File: config.mk
export PLATFORM = sky130hd
export DESIGN_NAME = gray_conv_arbiter
export DESIGN_NICKNAME = d
export VERILOG_FILES = /design/src/rtl/gray_conv_pkg.sv /design/src/rtl/gray_conv_arbiter_rr_arbiter.sv /design/src/rtl/gray_conv_arbiter.sv
export SDC_FILE = /design/constraint.sdc
export NUM_CORES = 1
export LEC_CHECK = 0
export ABC_AREA = 0
export CAP_MARGIN = 0
export CORE_MARGIN = 5
export CORE_UTILIZATION = 35
export CTS_BUF_LIST = sky130_fd_sc_hd__clkbuf_16
export CTS_CLUSTER_DIAMETER = 30
export DETAILED_ROUTE_END_ITERATION = 6
export PLACE_DENSITY = 0.71
export SLEW_MARGIN = 30
export SYNTH_ARGS = -nofsm -noshare
export SYNTH_HDL_FRONTEND = slang
export SYNTH_SLANG_ARGS = --single-unit
File: constraint.sdc
create_clock -name clk -period 2.7 [get_ports clk]
set_input_delay 0.54 -clock clk [delete_from_list [all_inputs] [get_ports clk]]
set_output_delay 0.54 -clock clk [all_outputs]
set_load 0.01 [all_outputs]
File: src/rtl/gray_conv_pkg.sv
// Shared definitions for the Gray conversion block and its requester arbiter.
//   DEFAULT_N_REQ / DEFAULT_WIDTH : default requester count and word width
//   id_w(n)                       : width of a requester index, never below 1
//   bin2gray(b)                   : binary-to-Gray conversion used by every converter
package gray_conv_pkg;

  localparam int DEFAULT_N_REQ = 4;
  localparam int DEFAULT_WIDTH = 4;

  // Widest word the shared conversion function handles; callers narrow the result.
  localparam int GRAY_MAX_W = 32;

  function automatic int id_w(input int n);
    return (n <= 2) ? 1 : $clog2(n);
  endfunction

  // g[msb] = b[msb], g[i] = b[i+1] ^ b[i]; zero-extended upper bits keep the
  // narrowed result exact for any width up to GRAY_MAX_W.
  function automatic logic [GRAY_MAX_W-1:0] bin2gray(input logic [GRAY_MAX_W-1:0] b);
    return b ^ (b >> 1);
  endfunction

endpackage

File: src/rtl/gray_conv_arbiter_rr_arbiter.sv
// Round-robin arbiter with an internal rotating priority pointer.
//   clk, rst    : clock, synchronous active-high reset (pointer back to 0)
//   en          : arbitration allowed this cycle (downstream slot can load)
//   req         : level-sensitive requests
//   grant       : one-hot grant, combinational from req
//   grant_valid : a grant is being issued this cycle
//   grant_id    : index of the granted requester
module rr_arbiter
  import gray_conv_pkg::*;
#(
  parameter int N_REQ = DEFAULT_N_REQ
) (
  input  logic                     clk,
  input  logic                     rst,
  input  logic                     en,
  input  logic [N_REQ-1:0]         req,
  output logic [N_REQ-1:0]         grant,
  output logic                     grant_valid,
  output logic [id_w(N_REQ)-1:0]   grant_id
);

  localparam int ID_W = id_w(N_REQ);

  logic [ID_W-1:0]  rr_ptr_reg, rr_ptr_next;
  logic [N_REQ-1:0] high_mask;
  logic [N_REQ-1:0] high_req;
  logic [ID_W-1:0]  high_id, low_id, win_id;
  logic             high_any;

  // Requests at or above the pointer are searched first; if none, the search
  // wraps to the lowest requester overall.
  generate
    for (genvar gi = 0; gi < N_REQ; gi++) begin : g_bit
      assign high_mask[gi] = (ID_W'(gi) >= rr_ptr_reg);
      assign grant[gi]     = grant_valid && (win_id == ID_W'(gi));
    end
  endgenerate

  assign high_req = req & high_mask;
  assign high_any = |high_req;

  always_comb begin
    high_id = '0;
    low_id  = '0;
    // Downward scan leaves the lowest set index in each result.
    for (int i = N_REQ - 1; i >= 0; i--) begin
      if (high_req[i]) high_id = ID_W'(i);
      if (req[i])      low_id  = ID_W'(i);
    end
  end

  assign win_id      = high_any ? high_id : low_id;
  assign grant_valid = en && (|req);
  assign grant_id    = win_id;

  always_comb begin
    rr_ptr_next = rr_ptr_reg;
    if (grant_valid) begin
      rr_ptr_next = (win_id == ID_W'(N_REQ - 1)) ? '0 : win_id + 1'b1;
    end
  end

  always_ff @(posedge clk) begin
    if (rst) rr_ptr_reg <= '0;
    else     rr_ptr_reg <= rr_ptr_next;
  end

endmodule

File: src/rtl/gray_conv_arbiter.sv
// Shares one binary-to-Gray converter between N_REQ requesters.
//   clk, rst   : clock, synchronous active-high reset
//   req        : per-requester level request
//   bin_in     : requester i's word in bits [i*WIDTH +: WIDTH]
//   ack        : one-hot pulse, the requester's word is captured this cycle
//   out_valid  : out_gray / out_bin / out_id hold a result
//   out_ready  : downstream accepts the result
//   out_gray   : Gray code of the captured word
//   out_bin    : captured binary word
//   out_id     : requester index the result belongs to
//   conv_count : wrapping count of results accepted downstream
module gray_conv_arbiter
  import gray_conv_pkg::*;
#(
  parameter int N_REQ = DEFAULT_N_REQ,
  parameter int WIDTH = DEFAULT_WIDTH,
  parameter int CNT_W = 8
) (
  input  logic                     clk,
  input  logic                     rst,
  input  logic [N_REQ-1:0]         req,
  input  logic [N_REQ*WIDTH-1:0]   bin_in,
  output logic [N_REQ-1:0]         ack,
  output logic                     out_valid,
  input  logic                     out_ready,
  output logic [WIDTH-1:0]         out_gray,
  output logic [WIDTH-1:0]         out_bin,
  output logic [id_w(N_REQ)-1:0]   out_id,
  output logic [CNT_W-1:0]         conv_count
);

  localparam int ID_W = id_w(N_REQ);

  logic             out_valid_reg;
  logic [WIDTH-1:0] out_gray_reg, out_bin_reg;
  logic [ID_W-1:0]  out_id_reg;
  logic [CNT_W-1:0] conv_count_reg;

  logic             can_load;
  logic             arb_en;
  logic [N_REQ-1:0] grant;
  logic             grant_valid;
  logic [ID_W-1:0]  grant_id;
  logic [WIDTH-1:0] sel_bin;
  logic [WIDTH-1:0] sel_gray;
  logic             accept;

  // The slot may take a new word when empty or when it is draining this cycle.
  assign can_load = !out_valid_reg || out_ready;
  assign arb_en   = can_load && !rst;
  assign accept   = out_valid_reg && out_ready;

  rr_arbiter #(
    .N_REQ(N_REQ)
  ) u_arb (
    .clk        (clk),
    .rst        (rst),
    .en         (arb_en),
    .req        (req),
    .grant      (grant),
    .grant_valid(grant_valid),
    .grant_id   (grant_id)
  );

  // AND-OR select on the one-hot grant: words of ungranted requesters never
  // reach the datapath, so X on them cannot leak into the result.
  always_comb begin
    sel_bin = '0;
    for (int i = 0; i < N_REQ; i++) begin
      if (grant[i]) sel_bin = sel_bin | bin_in[i*WIDTH +: WIDTH];
    end
  end

  assign sel_gray = WIDTH'(bin2gray(GRAY_MAX_W'(sel_bin)));

  always_ff @(posedge clk) begin
    if (rst) begin
      out_valid_reg  <= 1'b0;
      out_gray_reg   <= '0;
      out_bin_reg    <= '0;
      out_id_reg     <= '0;
      conv_count_reg <= '0;
    end else begin
      if (accept) conv_count_reg <= conv_count_reg + 1'b1;
      if (grant_valid) begin
        out_valid_reg <= 1'b1;
        out_gray_reg  <= sel_gray;
        out_bin_reg   <= sel_bin;
        out_id_reg    <= grant_id;
      end else if (out_ready) begin
        out_valid_reg <= 1'b0;
      end
    end
  end

  assign ack        = grant;
  assign out_valid  = out_valid_reg;
  assign out_gray   = out_gray_reg;
  assign out_bin    = out_bin_reg;
  assign out_id     = out_id_reg;
  assign conv_count = conv_count_reg;

endmodule

After elaboration in Yosys (flattened, before gate mapping)
Index checks and enable logic that the tools add are counted.
- register bits after elaboration: 21
- bits of input ports: 23
- output and inout port bits: 23
- logic and storage cells: 50
- add/sub/neg operators: 2
- magnitude comparators: 4
- eq/ne operators: 3
- multiplexer cells: 16
- bitwise gates (word level): 5
- reduce and logical (&&, ||, !) cells: 14
- operators by type and width (cell ; count):
    2-bit two-way mux ; 10
    4-bit two-way mux ; 4
    4-bit OR ; 3
    8-bit by 1-bit adder with 8-bit output, second input constant ; 1
    4-bit OR reduction ; 2
    1-bit logical AND ; 7
    4-bit AND ; 1
    2-bit == test, second input constant ; 2
    1-bit by 2-bit >= comparator with 1-bit output, first input constant ; 2
    2-bit >= comparator, first input constant ; 2
    4-bit by 3-bit XOR with 4-bit output ; 1
    2-bit by 1-bit adder with 2-bit output, second input constant ; 1
    2-bit by 1-bit == test with 1-bit output, second input constant ; 1
    1-bit logical NOT ; 2
    2-bit logical NOT ; 1
    1-bit two-way mux ; 2
    2-bit nonzero test ; 1
    1-bit logical OR ; 1

Longest topological paths before layout
- word-level depth: 17
- gate-level depth with buffers: 9
- depth with buffers taken out: 9

Hierarchy
Synthesis repeated with hierarchy kept, for this count alone.
- cell total of the unflattened synthesis: 128
- area total of the unflattened synthesis: 1123.6 um2
- by module, submodules not included (module ; instances ; cells an instance ; area each (um2) ; sequential area each (um2)):
    gray_conv_arbiter ; 1 ; 95 ; 850.8 ; 360.3
    rr_arbiter ; 1 ; 33 ; 272.8 ; 40.0

Worst setup path after synthesis
OpenSTA, ideal clock, no wires.
- kind: in2reg
- start point: input req[2]
- end point: register out_gray_reg[0] (netlist: out_gray[0])
- setup time: 137 ps
- data arrival time: 2259 ps
- setup slack: 304 ps
- cell stages on the path: 9
- path through: nor2b_1 > a21o_2 > a221oi_2 > inv_1 > ha_1 > a22o_1 > a221oi_1 > xnor2_1 > a21oi_1
- cells in the longest elaborated chain, start to end: 15
- ends and longest elaborated chain (item ; RTL line ; text):
    from (decl) ; gray_conv_arbiter.sv:21 ; input logic [N_REQ-1:0] req,
    4-bit AND ; gray_conv_arbiter_rr_arbiter.sv:39 ; assign high_req = req & high_mask;
    2-bit two-way mux (3 in series) ; gray_conv_arbiter_rr_arbiter.sv:47 ; if (high_req[i]) high_id = ID_W'(i);
    2-bit two-way mux (*) ; gray_conv_arbiter_rr_arbiter.sv:52 ; assign win_id = high_any ? high_id : low_id;
    via grant_id[0] ; gray_conv_arbiter.sv:43 ; logic [ID_W-1:0] grant_id;
    2-bit logical NOT ; gray_conv_arbiter_rr_arbiter.sv:35 ; assign grant[gi] = grant_valid && (win_id == ID_W'(gi));
    1-bit logical AND ; gray_conv_arbiter_rr_arbiter.sv:35 ;
    4-bit two-way mux ; gray_conv_arbiter.sv:70 ; if (grant[i]) sel_bin = sel_bin | bin_in[i*WIDTH +: WIDTH];
    4-bit OR ; gray_conv_arbiter.sv:70 ;
    4-bit two-way mux ; gray_conv_arbiter.sv:70 ;
    4-bit OR ; gray_conv_arbiter.sv:70 ;
    4-bit two-way mux ; gray_conv_arbiter.sv:70 ;
    4-bit OR ; gray_conv_arbiter.sv:70 ;
    4-bit two-way mux (*) ; gray_conv_arbiter.sv:70 ;
    4-bit by 3-bit XOR with 4-bit output (*) ; gray_conv_pkg.sv:20 ; return b ^ (b >> 1);
    to (signal assigned) ; gray_conv_arbiter.sv:87 ; out_gray_reg <= sel_gray;
    to (decl) ; gray_conv_arbiter.sv:35 ; logic [WIDTH-1:0] out_gray_reg, out_bin_reg;
Mark *: on every way through the listed nets, which the timed path passes. The rest lies on a longest branch.
A chain may end at the register's enable or synchronous reset.

Worst setup path after layout
- start point: input req[0]
- end point: output ack[1]
- cells in the longest elaborated chain, start to end: 5
- ends and longest elaborated chain (item ; RTL line ; text):
    4-bit AND ; gray_conv_arbiter_rr_arbiter.sv:39 ;
    4-bit OR reduction / 2-bit two-way mux (equally long branches) ; gray_conv_arbiter_rr_arbiter.sv:40, gray_conv_arbiter_rr_arbiter.sv:47 ;
    2-bit two-way mux ; gray_conv_arbiter_rr_arbiter.sv:52 ;
    2-bit by 1-bit == test with 1-bit output ; gray_conv_arbiter_rr_arbiter.sv:35 ;
    1-bit logical AND (*) ; gray_conv_arbiter_rr_arbiter.sv:35 ;
    to (decl) ; gray_conv_arbiter.sv:23 ; output logic [N_REQ-1:0] ack,
Mark *: on every way between the ends. The rest lies on a longest branch, timed or not.

==> metrics.txt <==
peak supply drop 0.326 mV; mux share of post-synthesis cell area 0.00913; asr flop ratio synth 0; die height 66.0 um; Area Growth Syn to Fin 70.5%; met3 wire length 154 um; skew final between 0.0015 and 0.002 ns; M1 wire length 1340 um; worst hold path class reg -> reg; clk root buf clkbuf_16; Net Sw Frac 0.277; leakage power 0.793 nW; Skew-Pair Late Insertion Delay 0.25 ns; net switching power 286 uW; post-route cell area roughly 1900 um^2; final net count 220; Cell Count Post-Placement 228; Syn Area/Cell between 9 and 10 um^2; final hold vios 0; post-DP HPWL 2440 um; Hold Crit Depth 1; Post-Synth XOR/XNOR Area 0.0559; Peak Freq ~380 MHz; top layer in use met4; Setup violations, final 0; met2 WL 1480 um; via/cell ratio 4.89; Power Internal 745 uW; Final Non-Filler Cells 234; RSZ-0062 raised after global routing false; first-pass GRT wire length 5160 um; prevailing post-synth register cell dfxtp_1; Synth Instances 121; fillers 259; Max Fanout on Critical Path 4; clock group share of total power 0.291; clock buffer depth 2; Final Hold Slack 0.452 ns; clk slew on worst S/H paths 0.05 ns; number of CTS-inserted buffers 3; Reg2Reg Setup Slack about 0.28 ns; top-count cell post-synth dfxtp_1; Hold EP out_bin[2]; Die ar. around 4400 um^2; Post-synth EDFFs 0; PD cells 551 nW/um^2; reg2reg path depth 11; dpl ws -0.447 ns; Ports 46; hold_sp out_bin[2]; DRT antenna net count 0; max reg flops 8; Finished Core Util 0.617; DRT Pass-1 Iters 4; Gate power share 0.365; fin crit share 0.971; crit path launch type input pin; largest net degree at the start of global routing 17; syn nets between 100 and 150; Multi-input gate area 704 um^2; FP Rows 20; warnings from Yosys 0; Post-synth top cells dfxtp_1, nor2_1, a21oi_1, nand2_1, and2_1; Worst Setup Slack, final 0.0794 ns; CTS tree built; Total Wirelength 3030 um; Yosys cell types between 40 and 50; Synth Area in Simple Gates 0.253; Adder-Cell Fraction of Synth Area 0.0571; run status completed; Max Cap Viol 0; Total GRT Usage 0.150; clock sinks 20; FF/Latch Area 400 um^2; setup TNS 0 ns; initial antenna violation count 0; die span in x 66.0 um; Synth Area in Compound Gates 0.227; # H-tree levels 1; Core Footprint 3030 um^2; sequential element share of the synthesized area 0.365; mapped cell area 1100 um^2; min cycle time layout 2.62 ns; number of global-route vias before repair 1210; total vias in the final route 1145; Reg-to-Reg End out_gray[0]; CP Class in -> out; number of hold buffers added after cts 0; main combinational cell family by area after synthesis simple AND/OR/NAND/NOR gates; # DRC 0; post-layout power 1.03 mW; WL per Instance 13.0 um; Iter 0 DRT Violations 70; main area contributors after synthesis dfxtp_1, ha_1, and2_1, a21oi_1, xnor2_1; # diodes 0; Placed Area 1740 um^2; Initial Util 0.362; Worst-Margin Slew 0.503 ns; endpoint class of the critical path output pin; GRT overflow 0; placer congestion estimate 0.806; port buffer count 45; Critical Path AT between 2 and 2.5 ns; worst slew margin relative to its limit 0.664; Pins Over Slew Limit 0; Flop pwr share 0.344; post-synth top area cell dfxtp_1; top cell type's share of synthesized area 0.365; synthesis-stage register bit count 20; worst r2r src u_arb.rr_ptr_reg[1]; fraction of layout cells with a size suffix above 1 0.258; Worst EP required 2.16 ns
-- critical path: stages --
cell	delay, ns
dlygate4sd2_1	0.27
or2b_1	0.22
a21oi_2	0.08
or2_2	0.33
ha_1	0.22
and2_1	0.14
dlygate4sd2_1	0.28
-- what timing repair did --
item | in CTS | in global routing
setup endpoints to repair | 8 | 0
endpoints found under the hold margin | 0 | 0
setup buffers | 3 | 0
gates resized for setup | 26 | 0
-- power by group through the flow --
stage	sequential (mW)	clock (mW)	combinational, mW
2_1_floorplan	0.367	0	0.151
3_3_place_gp	0.356	0	0.346
3_5_place_dp	0.358	0	0.351
4_1_cts	0.354	0.306	0.378
5_1_grt	0.359	0.317	0.409
6_report	0.355	0.300	0.376
-- metal layers --
metal | vias to the layer above | global-route usage
met5 | - | 0
met4 | 0 | 0.0609
met2 | 31 | 0.258
met3 | 7 | 0.0340
li1 | 575 | -
met1 | 532 | 0.178
-- how the worst max path moves through the flow --
stage	from	depth (start not counted)	endpoint	slack [ns]
floorplan	req[2]	9	out_gray[0]	0.30
global placement	req[3]	8	ack[2]	-0.43
detailed placement	req[2]	8	ack[2]	-0.45
CTS	req[0]	7	ack[1]	0.09
global route	req[2]	11	out_gray[1]	0.002
finish	req[0]	7	ack[1]	0.08
-- cell usage in the layout (no fill, tap or decap), drive strengths merged, types with 2 or more instances in the layout --
cell type and count:
and2 7, xnor2 4, ha 5, nor3 4, clkbuf 3, clkdlybuf4s50 37
buf 26, a22oi 3, a21o 4, nand3 4, a21oi 9, and3 4
a221oi 4, inv 5, nor2 9, or2b 2, dlygate4sd2 5, nand2 9
a22o 3, nor4 2, a211oi 2, o21ai 4, xor2 3, nor2b 2
dfxtp 20
-- final cells by class --
cell class	instances	share of cell area
inverter	5	0.0100
timing repair buffer	69	0.329
clock buffer	3	0.0402
sequential	20	0.214
multi-input combinational	93	0.377
tap	44	0.0295
-- kinds of logic (layout without fill, tap and decap cells) --
logic type / Yosys count / count (layout)
AOI/OAI and AO/OA: 32 / 32
xor gates and xnor gates: 7 / 7
adders and majority gates: 5 / 5
buffers and inverters: 8 / 77
DFF: 20 / 20
muxes: 1 / 1
and+or+nand+nor: 48 / 48
Note: power is estimated with default switching activity, not from simulation.
